## config.mk

```make
export PLATFORM = sky130hd
export DESIGN_NAME = pipe_stage_reg
export DESIGN_NICKNAME = d
export VERILOG_FILES = /design/src/rtl/pipe_stage_reg.sv
export SDC_FILE = /design/constraint.sdc
export NUM_CORES = 1
export LEC_CHECK = 0
export ABC_AREA = 1
export BUFFER_PORTS_ARGS = -buffer_cell sky130_fd_sc_hd__buf_4
export CORE_ASPECT_RATIO = 0.8
export CORE_MARGIN = 2
export CORE_UTILIZATION = 25
export CTS_BUF_LIST = sky130_fd_sc_hd__clkbuf_16
export DETAILED_ROUTE_END_ITERATION = 10
export PLACE_DENSITY_LB_ADDON = 0.15
export SETUP_SLACK_MARGIN = 0.15
export SLEW_MARGIN = 0
export SYNTH_ARGS = -nofsm -noshare
export SYNTH_HDL_FRONTEND = slang
export SYNTH_SLANG_ARGS = --single-unit
```

## constraint.sdc

```tcl
create_clock -name clk -period 1.9 [get_ports clk]
set_input_delay 0 -clock clk [delete_from_list [all_inputs] [get_ports clk]]
set_output_delay 0 -clock clk [all_outputs]
set_load 0.01 [all_outputs]
```

## src/rtl/pipe_stage_reg.sv

```systemverilog
// Generic pipeline stage register: valid/ready handshake, optional
// 2-entry skid buffer, control payload forced to CTRL_RST on bubbles/flush.
module pipe_stage_reg #(
  parameter int unsigned        DATA_W     = 64,
  parameter int unsigned        CTRL_W     = 8,
  parameter logic [CTRL_W-1:0]  CTRL_RST   = '0,
  parameter bit                 SKID       = 1'b1,
  parameter bit                 CLEAR_DATA = 1'b1
) (
  input  logic              clk,
  input  logic              rst_n,
  input  logic              flush_i,
  input  logic              valid_i,
  output logic              ready_o,
  input  logic [DATA_W-1:0] data_i,
  input  logic [CTRL_W-1:0] ctrl_i,
  output logic              valid_o,
  input  logic              ready_i,
  output logic [DATA_W-1:0] data_o,
  output logic [CTRL_W-1:0] ctrl_o,
  output logic [1:0]        count_o
);

  logic              main_v_q, main_v_d;
  logic [DATA_W-1:0] main_data_q, main_data_d;
  logic [CTRL_W-1:0] main_ctrl_q, main_ctrl_d;
  logic              skid_v_q, skid_v_d;
  logic [DATA_W-1:0] skid_data_q, skid_data_d;
  logic [CTRL_W-1:0] skid_ctrl_q, skid_ctrl_d;
  logic              ready_q, ready_d;
  logic              accept, xfer;

  assign ready_o = SKID ? ready_q : (!main_v_q || ready_i);
  assign accept  = valid_i && ready_o;
  assign xfer    = main_v_q && ready_i;

  always_comb begin
    main_v_d    = main_v_q;
    main_data_d = main_data_q;
    main_ctrl_d = main_ctrl_q;
    skid_v_d    = skid_v_q;
    skid_data_d = skid_data_q;
    skid_ctrl_d = skid_ctrl_q;
    if (flush_i) begin
      main_v_d    = 1'b0;
      main_ctrl_d = CTRL_RST;
      skid_v_d    = 1'b0;
      skid_ctrl_d = CTRL_RST;
      if (CLEAR_DATA) begin
        main_data_d = '0;
        skid_data_d = '0;
      end
    end else begin
      // main is free when empty or draining this edge; skid has priority
      if (!main_v_q || xfer) begin
        if (skid_v_q) begin
          main_v_d    = 1'b1;
          main_data_d = skid_data_q;
          main_ctrl_d = skid_ctrl_q;
        end else if (accept) begin
          main_v_d    = 1'b1;
          main_data_d = data_i;
          main_ctrl_d = ctrl_i;
        end else begin
          main_v_d    = 1'b0;
          main_ctrl_d = CTRL_RST;
        end
      end
      if (skid_v_q && xfer) begin
        skid_v_d    = 1'b0;
        skid_ctrl_d = CTRL_RST;
      end else if (SKID && accept && main_v_q && !xfer) begin
        skid_v_d    = 1'b1;
        skid_data_d = data_i;
        skid_ctrl_d = ctrl_i;
      end
    end
    ready_d = !skid_v_d;
  end

  always_ff @(posedge clk or negedge rst_n) begin
    if (!rst_n) begin
      main_v_q    <= 1'b0;
      main_data_q <= '0;
      main_ctrl_q <= CTRL_RST;
      skid_v_q    <= 1'b0;
      skid_data_q <= '0;
      skid_ctrl_q <= CTRL_RST;
      ready_q     <= 1'b1;
    end else begin
      main_v_q    <= main_v_d;
      main_data_q <= main_data_d;
      main_ctrl_q <= main_ctrl_d;
      skid_v_q    <= skid_v_d;
      skid_data_q <= skid_data_d;
      skid_ctrl_q <= skid_ctrl_d;
      ready_q     <= ready_d;
    end
  end

  assign valid_o = main_v_q;
  assign data_o  = main_data_q;
  assign ctrl_o  = main_ctrl_q;
  assign count_o = {skid_v_q, main_v_q && !skid_v_q};

endmodule

```

==> impl_metrics.ini <==
[status]
outcome = finished clean

[placed_design]
place_area_um2 = 8323
hpwl_um = 13000
io_buffers = 152
routabilityCongestion = 0.7527

[synth]
yosys.area.top_type = dfrtp_1
synth_seq_cells = 147
synth_compound_area_share_pct = 0.1665
syn_nets = 954
yosysUniqueCellTypes = 19
avgSynthCellArea_um2 = 7.713
synth_area_leaders = dfrtp_1 54%, nand2_1 27%, nand3_1 12%
synthAdderAreaFrac_pct = 0
ys_seq_area_share_pct = 54.40
synthCells = 877
synthSimpleGateAreaFrac_pct = 40.51
synth_mux_area_share_pct = 0
synth_xor_area_share_pct = 0
synth_warnings = 0
synth_top_family_by_area = simple AND/OR/NAND/NOR gates
synth_area_um2 = 6764
synth.top_cell.area_share_pct = 54.01

[timing]
setup_tns_ns = 0
drv_slew = 0
timing.hold.ws_ns = 0.003586
layout_worst_path_cycle_share_pct = 83.12
fin_crit_ns = 1.579
maxSlewHeadroom_pct = 68.75
grt_setup_unrepaired = false
hold_viol = 0
fmax_mhz = 633.2
setup_viol = 0
tightest_slew_ns = 0.4673
finClkSkew_ns = 0.01264

[die]
num_io_pins = 153
rows = 53
start_util_pct = 25.56
die_h_um = 151.1
coreArea_um2 = 26460
die_x_um = 187.9
dieArea_um2 = 28400

[final_layout]
fillerInstances = 2746
area_growth_pct = 42.69
finalNetCount = 1161
insertedDiodeCount = 0
fin_area_um2 = 9652
drive_gt1_share_pct = 19.87

[power_and_ir_drop]
p_leak_nw = 5.329
power.share.clock_pct = 41.7
seq_power_share_pct = 42.7
peakVddDrop_v = 0.0006356
combPwrFrac_pct = 15.7
p_switching_mw = 2.210
p_per_area_nw_per_um2 = 826.9
switching_share_pct = 27.68
intPower_mw = 5.772

[detailed_routing]
dr_wl_met2_um = 9126
first_pass_iters = 6
wl_met3_um = 1083
vias_per_cell = 4.365
routed_wl_um = 21380
drc = 0
vias = 6346
met1_length_um = 10960
routedWlPerCell_um = 14.70
drt.antenna.violating_nets = 0
drt-initial-drc-count = 382
top_layer_used = met4

[worst_setup_path]
startpoint_type = flop
critPathKind = flop to flop
cp.required_ns = 2.27
cp-end-kind = flop
cp.arrival_ns = 1.95
crit_fanout = 31

[clocking]
post_cts_resized = 0
cts_sinks = 147
root_buffer = clkbuf_16
clk_latency_ns = 0.44
numCtsBuffers = 17
postCtsSetupRepairBufs = 0
clk_path_buf_depth = 2
clkTransAtPathRegs_ns = 0.06
htreeDepth = 4
cts_tree = done

[min_path]
hp-class = primary input to async pin

[run]
max_cap_viol_count = 0

[grt]
antenna_found_initial = 0
grt_usage_pct = 16.02
grt_pass1_wl_um = 35390
first_global_vias = 6414
grt_overflow_total = 0
grt_max_degree = 68
==> area by class of cell <==
class	count	area (um2)	share of cell area, %
clock inverter	15	142.6	1.478
clock buffer	17	425.4	4.408
inverter	7	26.28	0.2722
tap	357	446.7	4.628
sequential	147	3681	38.14
timing repair buffer	247	2173	22.52
multi-input combinational	664	2756	28.56
==> what timing repair did <==
action                                  in CTS  in global routing
hold buffers                                76                  0
endpoints found under the setup margin       0                  0
hold endpoints to repair                   293                  0
==> Yosys cell counts, drive strengths merged <==
master and instances:
dfrtp 146, nand4 1, inv 7, or2 8, nand2 486, a21oi 1, nor2 5, nand3 162
clkbuf 8, dfstp 1, a31oi 1, buf 51
==> flip-flops by register name, summed over array words and instances (netlist names) <==
register / cells
data_o: 64
skid_data_q: 64
skid_ctrl_q: 8
skid_v_q: 1
ctrl_o: 8
ready_o: 1
valid_o: 1
==> layer usage <==
metal | up-vias | GRT usage, %
li1 | 3182 | -
met1 | 3003 | 22.98
met2 | 145 | 24.07
met3 | 16 | 4.078
met4 | 0 | 3.976
met5 | - | 0
==> stage by stage <==
step,worst slack (ns),power (mW),instances,util [%]
2_1_floorplan,0.4956,3.965,877,-
3_3_place_gp,0.3279,4.616,1346,31.46
3_5_place_dp,0.3202,4.612,1346,31.46
4_1_cts,0.3147,8.121,1454,36.48
5_1_grt,0.1723,8.414,1454,36.48
6_report,0.3207,7.981,1454,36.48
==> power groups by stage <==
stage / combinational (mW) / sequential, mW / clock (mW)
global route: 1.40 / 3.43 / 3.59
detailed placement: 1.15 / 3.46 / 0
CTS: 1.28 / 3.41 / 3.44
global placement: 1.15 / 3.46 / 0
finish: 1.25 / 3.41 / 3.32
floorplan: 0.467 / 3.50 / 0
==> critical path: stages (launching register included) <==
cell and delay (ns):
dfstp_2 0.67, nand2_4 0.10, nand2_2 0.11, buf_4 0.36, nand3_1 0.17, nand2_1 0.10
==> placed cells by master (no fill, tap or decap), types with 2 or more instances in the layout <==
master	instances
inv_1	6
bufinv_16	2
clkinvlp_4	7
buf_12	10
nand2_1	483
inv_2	2
clkbuf_16	17
dfrtp_1	145
nand2_2	2
buf_4	160
nand3_1	162
nor2_1	2
or2_2	8
nor2_4	3
clkinv_2	2
dlygate4sd3_1	76
clkinv_1	2
==> final timing paths <==
| check | to | from | cells after the start | slack [ns] |
|---|---|---|---|---|
| min in group clk | skid_data_q[33]$_DFFE_PN0P_ | data_i[33] | 4 | 0.35 |
| setup reg to reg | data_o[34]$_DFFE_PN0P_ | ready_o$_DFF_PN1_ | 5 | 0.32 |
| hold reg to reg | data_o[57]$_DFFE_PN0P_ | data_o[57]$_DFFE_PN0P_ | 2 | 0.47 |
| setup / recovery | data_o[34]$_DFFE_PN0P_ | ready_o$_DFF_PN1_ | 5 | 0.32 |
| hold / removal | data_o[11]$_DFFE_PN0P_ | rst_n | 2 | 0.004 |
| max in group asynchronous | skid_data_q[63]$_DFFE_PN0P_ | rst_n | 3 | 1.18 |
==> cells by family (layout without fill, tap and decap cells) <==
group           Yosys count  after routing
simple gates            662            662
flops                   147            147
buf+inv                  66            286
compound gates            2              2
Note: power is estimated with default switching activity, not from simulation.
